File: config.mk
export PLATFORM = sky130hd
export DESIGN_NAME = uart0_tx_ctrl
export DESIGN_NICKNAME = d
export VERILOG_FILES = /design/src/rtl/uart0_pkg.sv /design/src/rtl/uart0_tx_ctrl_fifo.sv /design/src/rtl/uart0_tx_ctrl.sv
export SDC_FILE = /design/constraint.sdc
export NUM_CORES = 1
export LEC_CHECK = 0
export CAP_MARGIN = 20
export CORE_MARGIN = 10
export CORE_UTILIZATION = 35
export CTS_BUF_LIST = sky130_fd_sc_hd__clkbuf_8
export DETAILED_ROUTE_END_ITERATION = 8
export PLACE_DENSITY_LB_ADDON = 0.2
export SYNTH_ARGS = -nofsm -noshare
export SYNTH_HDL_FRONTEND = slang
export SYNTH_SLANG_ARGS = --single-unit
File: constraint.sdc
create_clock -name clk -period 2.8 [get_ports clk]
set_clock_uncertainty 0.1 [all_clocks]
set_input_delay 0.7 -clock clk [delete_from_list [all_inputs] [get_ports clk]]
set_output_delay 0.7 -clock clk [all_outputs]
set_load 0.005 [all_outputs]
File: src/rtl/uart0_pkg.sv
// Shared constants for the uart0 TX controller: register offsets,
// STATUS/CTRL bit positions and the sequencer state encoding.
package uart0_pkg;

    // Register word offsets inside the uart0 window
    localparam logic [1:0] UART0_DATA   = 2'd0;
    localparam logic [1:0] UART0_STATUS = 2'd1;
    localparam logic [1:0] UART0_CTRL   = 2'd2;

    // STATUS bit positions; level occupies [FIFO_AW+4:4]
    localparam int STAT_FULL      = 0;
    localparam int STAT_EMPTY     = 1;
    localparam int STAT_BUSY      = 2;
    localparam int STAT_OVF       = 3;
    localparam int STAT_LEVEL_LSB = 4;

    // CTRL bit positions
    localparam int CTRL_EN    = 0;
    localparam int CTRL_IEN   = 1;
    localparam int CTRL_FLUSH = 2;

    // Sequencer states (binary encoded)
    typedef logic [1:0] state_t;
    localparam logic [1:0] S_IDLE  = 2'd0;
    localparam logic [1:0] S_LOAD  = 2'd1;
    localparam logic [1:0] S_ARM   = 2'd2;
    localparam logic [1:0] S_DRAIN = 2'd3;

endpackage

File: src/rtl/uart0_tx_ctrl_fifo.sv
// Synchronous FIFO with first-word-fall-through head output.
// flush and reset both empty the FIFO; flush wins over a push in the same cycle.
// A push while full is accepted only when a pop frees a slot in the same cycle.
module sync_fifo #(
    parameter int DW = 8,
    parameter int AW = 3
) (
    input  logic          clk,
    input  logic          rst_n,
    input  logic          push,
    input  logic [DW-1:0] push_data,
    input  logic          pop,
    input  logic          flush,
    output logic [DW-1:0] head,
    output logic          full,
    output logic          empty,
    output logic [AW:0]   level
);

    localparam logic [AW:0] DEPTH = (AW+1)'(2**AW);

    logic [DW-1:0] mem [2**AW];
    logic [AW-1:0] wr_ptr;
    logic [AW-1:0] rd_ptr;
    logic [AW:0]   cnt;
    logic          do_push;
    logic          do_pop;

    assign empty   = (cnt == '0);
    assign full    = (cnt == DEPTH);
    assign level   = cnt;
    assign head    = mem[rd_ptr];
    assign do_pop  = pop & ~empty;
    assign do_push = push & ~flush & (~full | do_pop);

    // Pointer and occupancy update; flush behaves like a local reset
    always_ff @(posedge clk) begin
        if (!rst_n || flush) begin
            wr_ptr <= '0;
            rd_ptr <= '0;
            cnt    <= '0;
        end else begin
            if (do_push) wr_ptr <= wr_ptr + AW'(1);
            if (do_pop)  rd_ptr <= rd_ptr + AW'(1);
            case ({do_push, do_pop})
                2'b10:   cnt <= cnt + (AW+1)'(1);
                2'b01:   cnt <= cnt - (AW+1)'(1);
                default: cnt <= cnt;
            endcase
        end
    end

    // Storage array; contents need no reset because cnt gates visibility
    always_ff @(posedge clk) begin
        if (do_push) mem[wr_ptr] <= push_data;
    end

endmodule

File: src/rtl/uart0_tx_ctrl.sv
// Bus-facing sequencer for the uart0_tx serializer: register window,
// TX FIFO, and a LOAD/ARM/DRAIN sequencer that feeds one byte per frame.
module uart0_tx_ctrl
    import uart0_pkg::*;
#(
    parameter int FIFO_AW = 3
) (
    input  logic        clk,
    input  logic        rst_n,
    input  logic        bus_sel,
    input  logic [1:0]  bus_addr,
    input  logic        bus_wr_en,
    input  logic [31:0] bus_wr_data,
    output logic [31:0] bus_rd_data,
    output logic        uart_wr_en,
    output logic [31:0] uart_wr_data,
    input  logic        uart_wr_empty,
    output logic        irq,
    output logic [1:0]  fsm_state
);

    // Handshake with uart0_tx: uart_wr_en is a single-cycle load strobe
    // carrying uart_wr_data; the serializer has no ready, so a new load is
    // only issued once uart_wr_empty=1 is seen in IDLE, and uart_wr_empty
    // is not trusted again until the cycle after ARM (it is stale before).

    state_t             state;
    state_t             state_nxt;
    logic               en;
    logic               ien;
    logic               ovf;
    logic [7:0]         tx_byte;

    logic               wr_sel;
    logic               data_wr;
    logic               status_wr;
    logic               ctrl_wr;
    logic               flush_req;
    logic               pop;
    logic               ovf_set;
    logic               ovf_clr;

    logic [7:0]         fifo_head;
    logic               fifo_full;
    logic               fifo_empty;
    logic [FIFO_AW:0]   fifo_level;
    logic               unused_wr_bits;

    assign wr_sel    = bus_sel & bus_wr_en;
    assign data_wr   = wr_sel & (bus_addr == UART0_DATA);
    assign status_wr = wr_sel & (bus_addr == UART0_STATUS);
    assign ctrl_wr   = wr_sel & (bus_addr == UART0_CTRL);
    assign flush_req = ctrl_wr & bus_wr_data[CTRL_FLUSH];
    assign pop       = (state == S_LOAD);

    // A byte is lost for lack of room only if no pop frees a slot; a byte
    // dropped because of a simultaneous flush does not count as overflow.
    assign ovf_set   = data_wr & fifo_full & ~pop & ~flush_req;
    assign ovf_clr   = status_wr & bus_wr_data[STAT_OVF];

    assign unused_wr_bits = ^bus_wr_data[31:8];

    sync_fifo #(
        .DW (8),
        .AW (FIFO_AW)
    ) u_fifo (
        .clk       (clk),
        .rst_n     (rst_n),
        .push      (data_wr),
        .push_data (bus_wr_data[7:0]),
        .pop       (pop),
        .flush     (flush_req),
        .head      (fifo_head),
        .full      (fifo_full),
        .empty     (fifo_empty),
        .level     (fifo_level)
    );

    // Sticky overflow flag; a set in the same cycle beats a clear
    always_ff @(posedge clk) begin
        if (!rst_n)       ovf <= 1'b0;
        else if (ovf_set) ovf <= 1'b1;
        else if (ovf_clr) ovf <= 1'b0;
    end

    // CTRL enable bits; flush is a pulse and is not stored
    always_ff @(posedge clk) begin
        if (!rst_n) begin
            en  <= 1'b0;
            ien <= 1'b0;
        end else if (ctrl_wr) begin
            en  <= bus_wr_data[CTRL_EN];
            ien <= bus_wr_data[CTRL_IEN];
        end
    end

    // Next-state logic; a flush in the decision cycle suppresses the load
    always_comb begin
        state_nxt = state;
        case (state)
            S_IDLE:  if (en && !fifo_empty && uart_wr_empty && !flush_req)
                         state_nxt = S_LOAD;
            S_LOAD:  state_nxt = S_ARM;
            S_ARM:   state_nxt = S_DRAIN;
            S_DRAIN: if (uart_wr_empty) state_nxt = S_IDLE;
            default: state_nxt = S_IDLE;
        endcase
    end

    // State register
    always_ff @(posedge clk) begin
        if (!rst_n) state <= S_IDLE;
        else        state <= state_nxt;
    end

    // Capture the FIFO head on entry to LOAD so the byte is stable during the strobe
    always_ff @(posedge clk) begin
        if (!rst_n)
            tx_byte <= 8'h00;
        else if (state == S_IDLE && state_nxt == S_LOAD)
            tx_byte <= fifo_head;
    end

    assign uart_wr_en   = (state == S_LOAD);
    assign uart_wr_data = {24'b0, tx_byte};
    assign irq          = ien & fifo_empty & (state == S_IDLE);
    assign fsm_state    = state;

    // Combinational register read mux
    always_comb begin
        bus_rd_data = '0;
        if (bus_sel) begin
            case (bus_addr)
                UART0_STATUS: begin
                    bus_rd_data[STAT_FULL]  = fifo_full;
                    bus_rd_data[STAT_EMPTY] = fifo_empty;
                    bus_rd_data[STAT_BUSY]  = (state != S_IDLE);
                    bus_rd_data[STAT_OVF]   = ovf;
                    bus_rd_data[STAT_LEVEL_LSB +: FIFO_AW+1] = fifo_level;
                end
                UART0_CTRL: begin
                    bus_rd_data[CTRL_EN]  = en;
                    bus_rd_data[CTRL_IEN] = ien;
                end
                default: bus_rd_data = '0;
            endcase
        end
    end

endmodule

# [Yosys cells after proc, flatten, opt, wreduce, memory -nomap -nowiden]
# Memories as Yosys holds them, arrays and structs flattened. A register that Yosys moved wholly into a read port is not among the register bits.
# Cells that the tools add are included.
[word_totals] reg_bits=15 mem_bits_rw=64 elab_cells=66 mem_count=1 inputBits=39 out_inout_bits=68
[memory_table] memory="u_fifo.mem" words=8 width=8 read_ports=1 rd_clocked_by_memory_dff=1 wr=1 line="uart0_tx_ctrl_fifo.sv:22" source="logic [DW-1:0] mem [2**AW];"
[classes] reduce_logical=15 bitwise_logic=19 n_addsub=4 muxes=11 n_eq_ne=9
[ops] cell="bitwise AND 1 bit" n=14
[ops] cell="equality test 2 x 1 -> 1 bit, second input constant" n=4
[ops] cell="equality test 2 bit, second input constant" n=4
[ops] cell="two-way mux 8 bit" n=1
[ops] cell="one-hot mux 2 bit (4 select lines)" n=1
[ops] cell="one-hot mux 4 bit (2 select lines)" n=1
[ops] cell="adder 3 x 1 -> 3 bit, second input constant" n=2
[ops] cell="two-way mux 6 bit" n=1
[ops] cell="nonzero test 2 bit" n=3
[ops] cell="adder 4 x 1 -> 4 bit, second input constant" n=1
[ops] cell="equality test 4 bit, second input constant" n=1
[ops] cell="logical AND 1 bit" n=4
[ops] cell="logical NOT 1 bit" n=4
[ops] cell="logical NOT 2 bit" n=2
[ops] cell="logical NOT 4 bit" n=1
[ops] cell="two-way mux 1 bit" n=4
[ops] cell="two-way mux 2 bit" n=2
[ops] cell="NOT 1 bit" n=4
[ops] cell="one-hot mux 2 bit (2 select lines)" n=1
[ops] cell="subtractor 4 x 1 -> 4 bit, second input constant" n=1
[ops] cell="logical OR 1 bit" n=1
[ops] cell="OR 1 bit" n=1

# [Longest topological paths before layout]
[depth] ltp_word=9 depth_mapped=9 mapped_depth_nobuf=9

# [Modules after synthesis]
# A second synthesis with hierarchy kept.
[unflattened] cells_unflattened=327 area_unflattened_um2=4332.9
[modules_own_cells] mod="sync_fifo" n_inst=1 seq_area_each_um2=2182.1 cells_per_inst=200 area_per_inst_um2=3280.6
[modules_own_cells] mod="uart0_tx_ctrl" n_inst=1 seq_area_each_um2=260.2 cells_per_inst=127 area_per_inst_um2=1052.3

# [Least setup slack after synthesis]
# OpenSTA, ideal clock, no wires.
[synth_timing] path_kind="input-to-reg" startpoint="in bus_addr[0]" endpoint="mem u_fifo.mem[1][0] (enable)" required_time_ps=2302 slack_ps=-107 path_buffers=0 cell_stages=6 setup_time_ps=398 arrival_time_ps=2410 cell_sequence="inv_1 ha_1 and2_1 nor2_1 nand2_1 nor4b_1"
[synth_between] elab_chain_cells=8 word_cells_on_any_way=10 cone_classes="eq/ne (1); mux (2); bitwise (6); reduce/logical (1)"
[synth_rtl] item="start, declared" line="uart0_tx_ctrl.sv:11" source="input logic [1:0] bus_addr,"
[synth_rtl] item="equality test 2 bit" line="uart0_tx_ctrl.sv:52" source="assign ctrl_wr = wr_sel & (bus_addr == UART0_CTRL);"
[synth_rtl] item="bitwise AND 1 bit" line="uart0_tx_ctrl.sv:52"
[synth_rtl] item="bitwise AND 1 bit" line="uart0_tx_ctrl.sv:53" source="assign flush_req = ctrl_wr & bus_wr_data[CTRL_FLUSH];"
[synth_rtl] item="NOT 1 bit" line="uart0_tx_ctrl_fifo.sv:34" source="assign do_push = push & ~flush & (~full | do_pop);"
[synth_rtl] item="bitwise AND 1 bit * (2 in a row)" line="uart0_tx_ctrl_fifo.sv:34"
[synth_rtl] item="two-way mux 1 bit *" line="uart0_tx_ctrl_fifo.sv:55" source="if (do_push) mem[wr_ptr] <= push_data;"
[synth_rtl] item="two-way mux 1 bit (not written as such) *" line="uart0_tx_ctrl_fifo.sv:55"
[synth_rtl] item="end, declared" line="uart0_tx_ctrl_fifo.sv:22"
# Every way passes the cells marked *; elsewhere a longest branch is shown, timed or not.

# [Final worst setup path]
[layout_timing] startpoint="in bus_addr[1]" endpoint="mem u_fifo.mem[0][0] (enable)"
# The elaborated chain is that of the path after synthesis.

==> qor.txt <==
Worst-path clk slew - 90 ps
Relative slew slack - 0.426
RSZ-0062 raised after global routing - true
Die W - 128 um
CTS Buf Count - 9
Pin count of the biggest net entering global routing - 19
Htree depth - 3
Vias in the first global route - 2,396
Avg Vias per Cell - 4.53
Die ar. - 16,300 um^2
Syn Inst Count - 284
GR Overflow Total - 0
Crit path required time - 2760 ps
Wire per inst - 16.6 um
Hpwl dp - 5900 um
Fill cells - 1,059
Critical path startpoint category - primary input
Final period util - 0.962
Clock sink total - 87
Synthesized area per cell - 14.2 um^2
Yosys Warn Count - 0
Netlist Area Pre-Place - 4050 um^2
Placed Instances - 483
NumNets Final - 398
Lkg Pwr - 1.79 nW
Residual DRC - 0
Hold crit path type - flop to flop
Share of layout cells above drive strength 1 - 0.228
Tot Pwr - 2.59 mW
Worst-margin pin slew - 860 ps
Worst skew pair latency - 350 ps
Flop and latch count out of synthesis - 87
CTS tree - built
Post-synthesis cell type count - 44
Commonest cells post-synth - edfxtp_1, buf_4, dfxtp_1
Post-synth EDFFs - 64
Area growth syn-to-layout - 20.4%
FP Rows - 39
Crit. End Element - flop
Starting Density - 0.356
Clk buf depth - 2
Fin crit period - 2690 ps
First-pass GRT wire length - 13,300 um
Fin area - 4870 um^2
Max-Cap Viols - 0
Multi-input gate area - 1450 um^2
Yosys top cell area share - 0.475
Post-Route Setup TNS - 0 ps
Crit Path Max Fanout - 6
Slew Limit Fails - 0
# diodes - 0
Outcome - complete, no violations
Count of final setup violators - 0
Final antenna-violating net count - 0
Non-Filler Instances - 499
Vias - 2,259
Placed Area - 4600 um^2
CTS root buf - clkbuf_8
Count leader, synth - edfxtp_1
Fraction of registers with async set/reset - 0
Detailed-route wire length - 8290 um
Gr usage total - 0.104
Register area - 2380 um^2
Dominant synthesized flop cell - edfxtp_1
Pre-CTS WS - -343 ps
Core footprint - 11,400 um^2
Fmax - 0.371 GHz
Gpl congestion - 0.746
Dominant cell type by area after synthesis - edfxtp_1
HP Start - tx_byte[2]
Hold WS - 378 ps
IO Pins - 107
R2r startpoint - u_fifo.level[0]
Drt first-iter violations - 110
Critical Path Source - bus_addr[1]
Sequential area share after synthesis - 0.589
DIE HEIGHT - 128 um
Pre-antenna DRT Iters - 4
Worst setup margin - 107 ps
Final hold vios - 0
PwrDens - 532 nW/um^2
Initial antenna violation count - 0
Buffers on Ports - 34
Largest cells by area after synthesis - edfxtp_1, dfxtp_1, buf_4
Kind of critical path - primary input to flop
Core Util, Final - 0.428
CP arrival - 2650 ps
IR drop worst, VDD - 306 uV
==> routing by layer <==
metal | vias up | track usage | routed length (um)
met5 | - | 0 | 0
met1 | 1083 | 0.125 | 3660
met2 | 74 | 0.169 | 3990
met4 | 0 | 0.0221 | 33
met3 | 2 | 0.0471 | 607
li1 | 1100 | - | -
==> worst paths after layout <==
path	endpoint	slack (ps)	cells past startpoint
max reg2reg	u_fifo.level[3]	520	7
max	u_fifo.mem[0][0]	110	8
min	tx_byte[2]	380	1
min reg2reg	tx_byte[2]	380	1
==> cells in the final DEF (no fill, tap or decap), types with 9 or more instances in the layout <==
cell type	count
edfxtp_1	64
mux2i_1	15
dfxtp_1	23
clkdlybuf4s50_1	25
nand2_1	20
clkbuf_8	9
conb_1	48
mux4_2	16
nor2_1	12
buf_4	31
==> power breakdown <==
| group | total [mW] | internal (mW) | leakage (nW) | switching, mW |
|---|---|---|---|---|
| Clock | 1.10 | 0.615 | 0.131 | 0.482 |
| Combinational | 0.105 | 0.0418 | 0.899 | 0.0632 |
| Sequential | 1.39 | 1.38 | 0.761 | 0.00364 |
| Total | 2.59 | 2.04 | 1.79 | 0.549 |
==> flip-flops by register name, indices dropped and copies added (netlist names) <==
| signal | count |
|---|---|
| u_fifo.level | 4 |
| fsm_state | 2 |
| tx_byte | 8 |
| u_fifo.rd_ptr | 3 |
| u_fifo.mem | 64 |
| u_fifo.wr_ptr | 3 |
| ovf | 1 |
| ien | 1 |
| en | 1 |
==> repair_timing <==
item,CTS,global route
endpoints found under the setup margin,8,3
hold endpoints to repair,0,0
setup buffers,0,0
gates resized for setup,12,6
hold buffers,0,0
gates cloned,0,0
==> logic make-up after synthesis <==
family          after synthesis  synth area share
simple gates                 67            0.0925
xor+xnor                      4           0.00866
mux                          31             0.126
flops                        87             0.589
compound gates               23            0.0504
other cells                   1          0.000927
fa+ha+maj                     8            0.0266
buf+inv                      63             0.106
==> area by class of cell <==
type / count / share of cell area
clock buffer: 9 / 0.0254
clock inverter: 7 / 0.0283
inverter: 6 / 0.00463
multi-input combinational: 181 / 0.298
sequential: 87 / 0.489
tap: 143 / 0.0368
timing repair buffer: 66 / 0.118
==> critical path: stages <==
cell	delay [ps]
clkdlybuf4s50_1	440
ha_1	250
and2_1	190
buf_4	140
nor2_1	130
nand2_1	170
nor4_1	360
buf_4	260
Note: power is estimated with default switching activity, not from simulation.
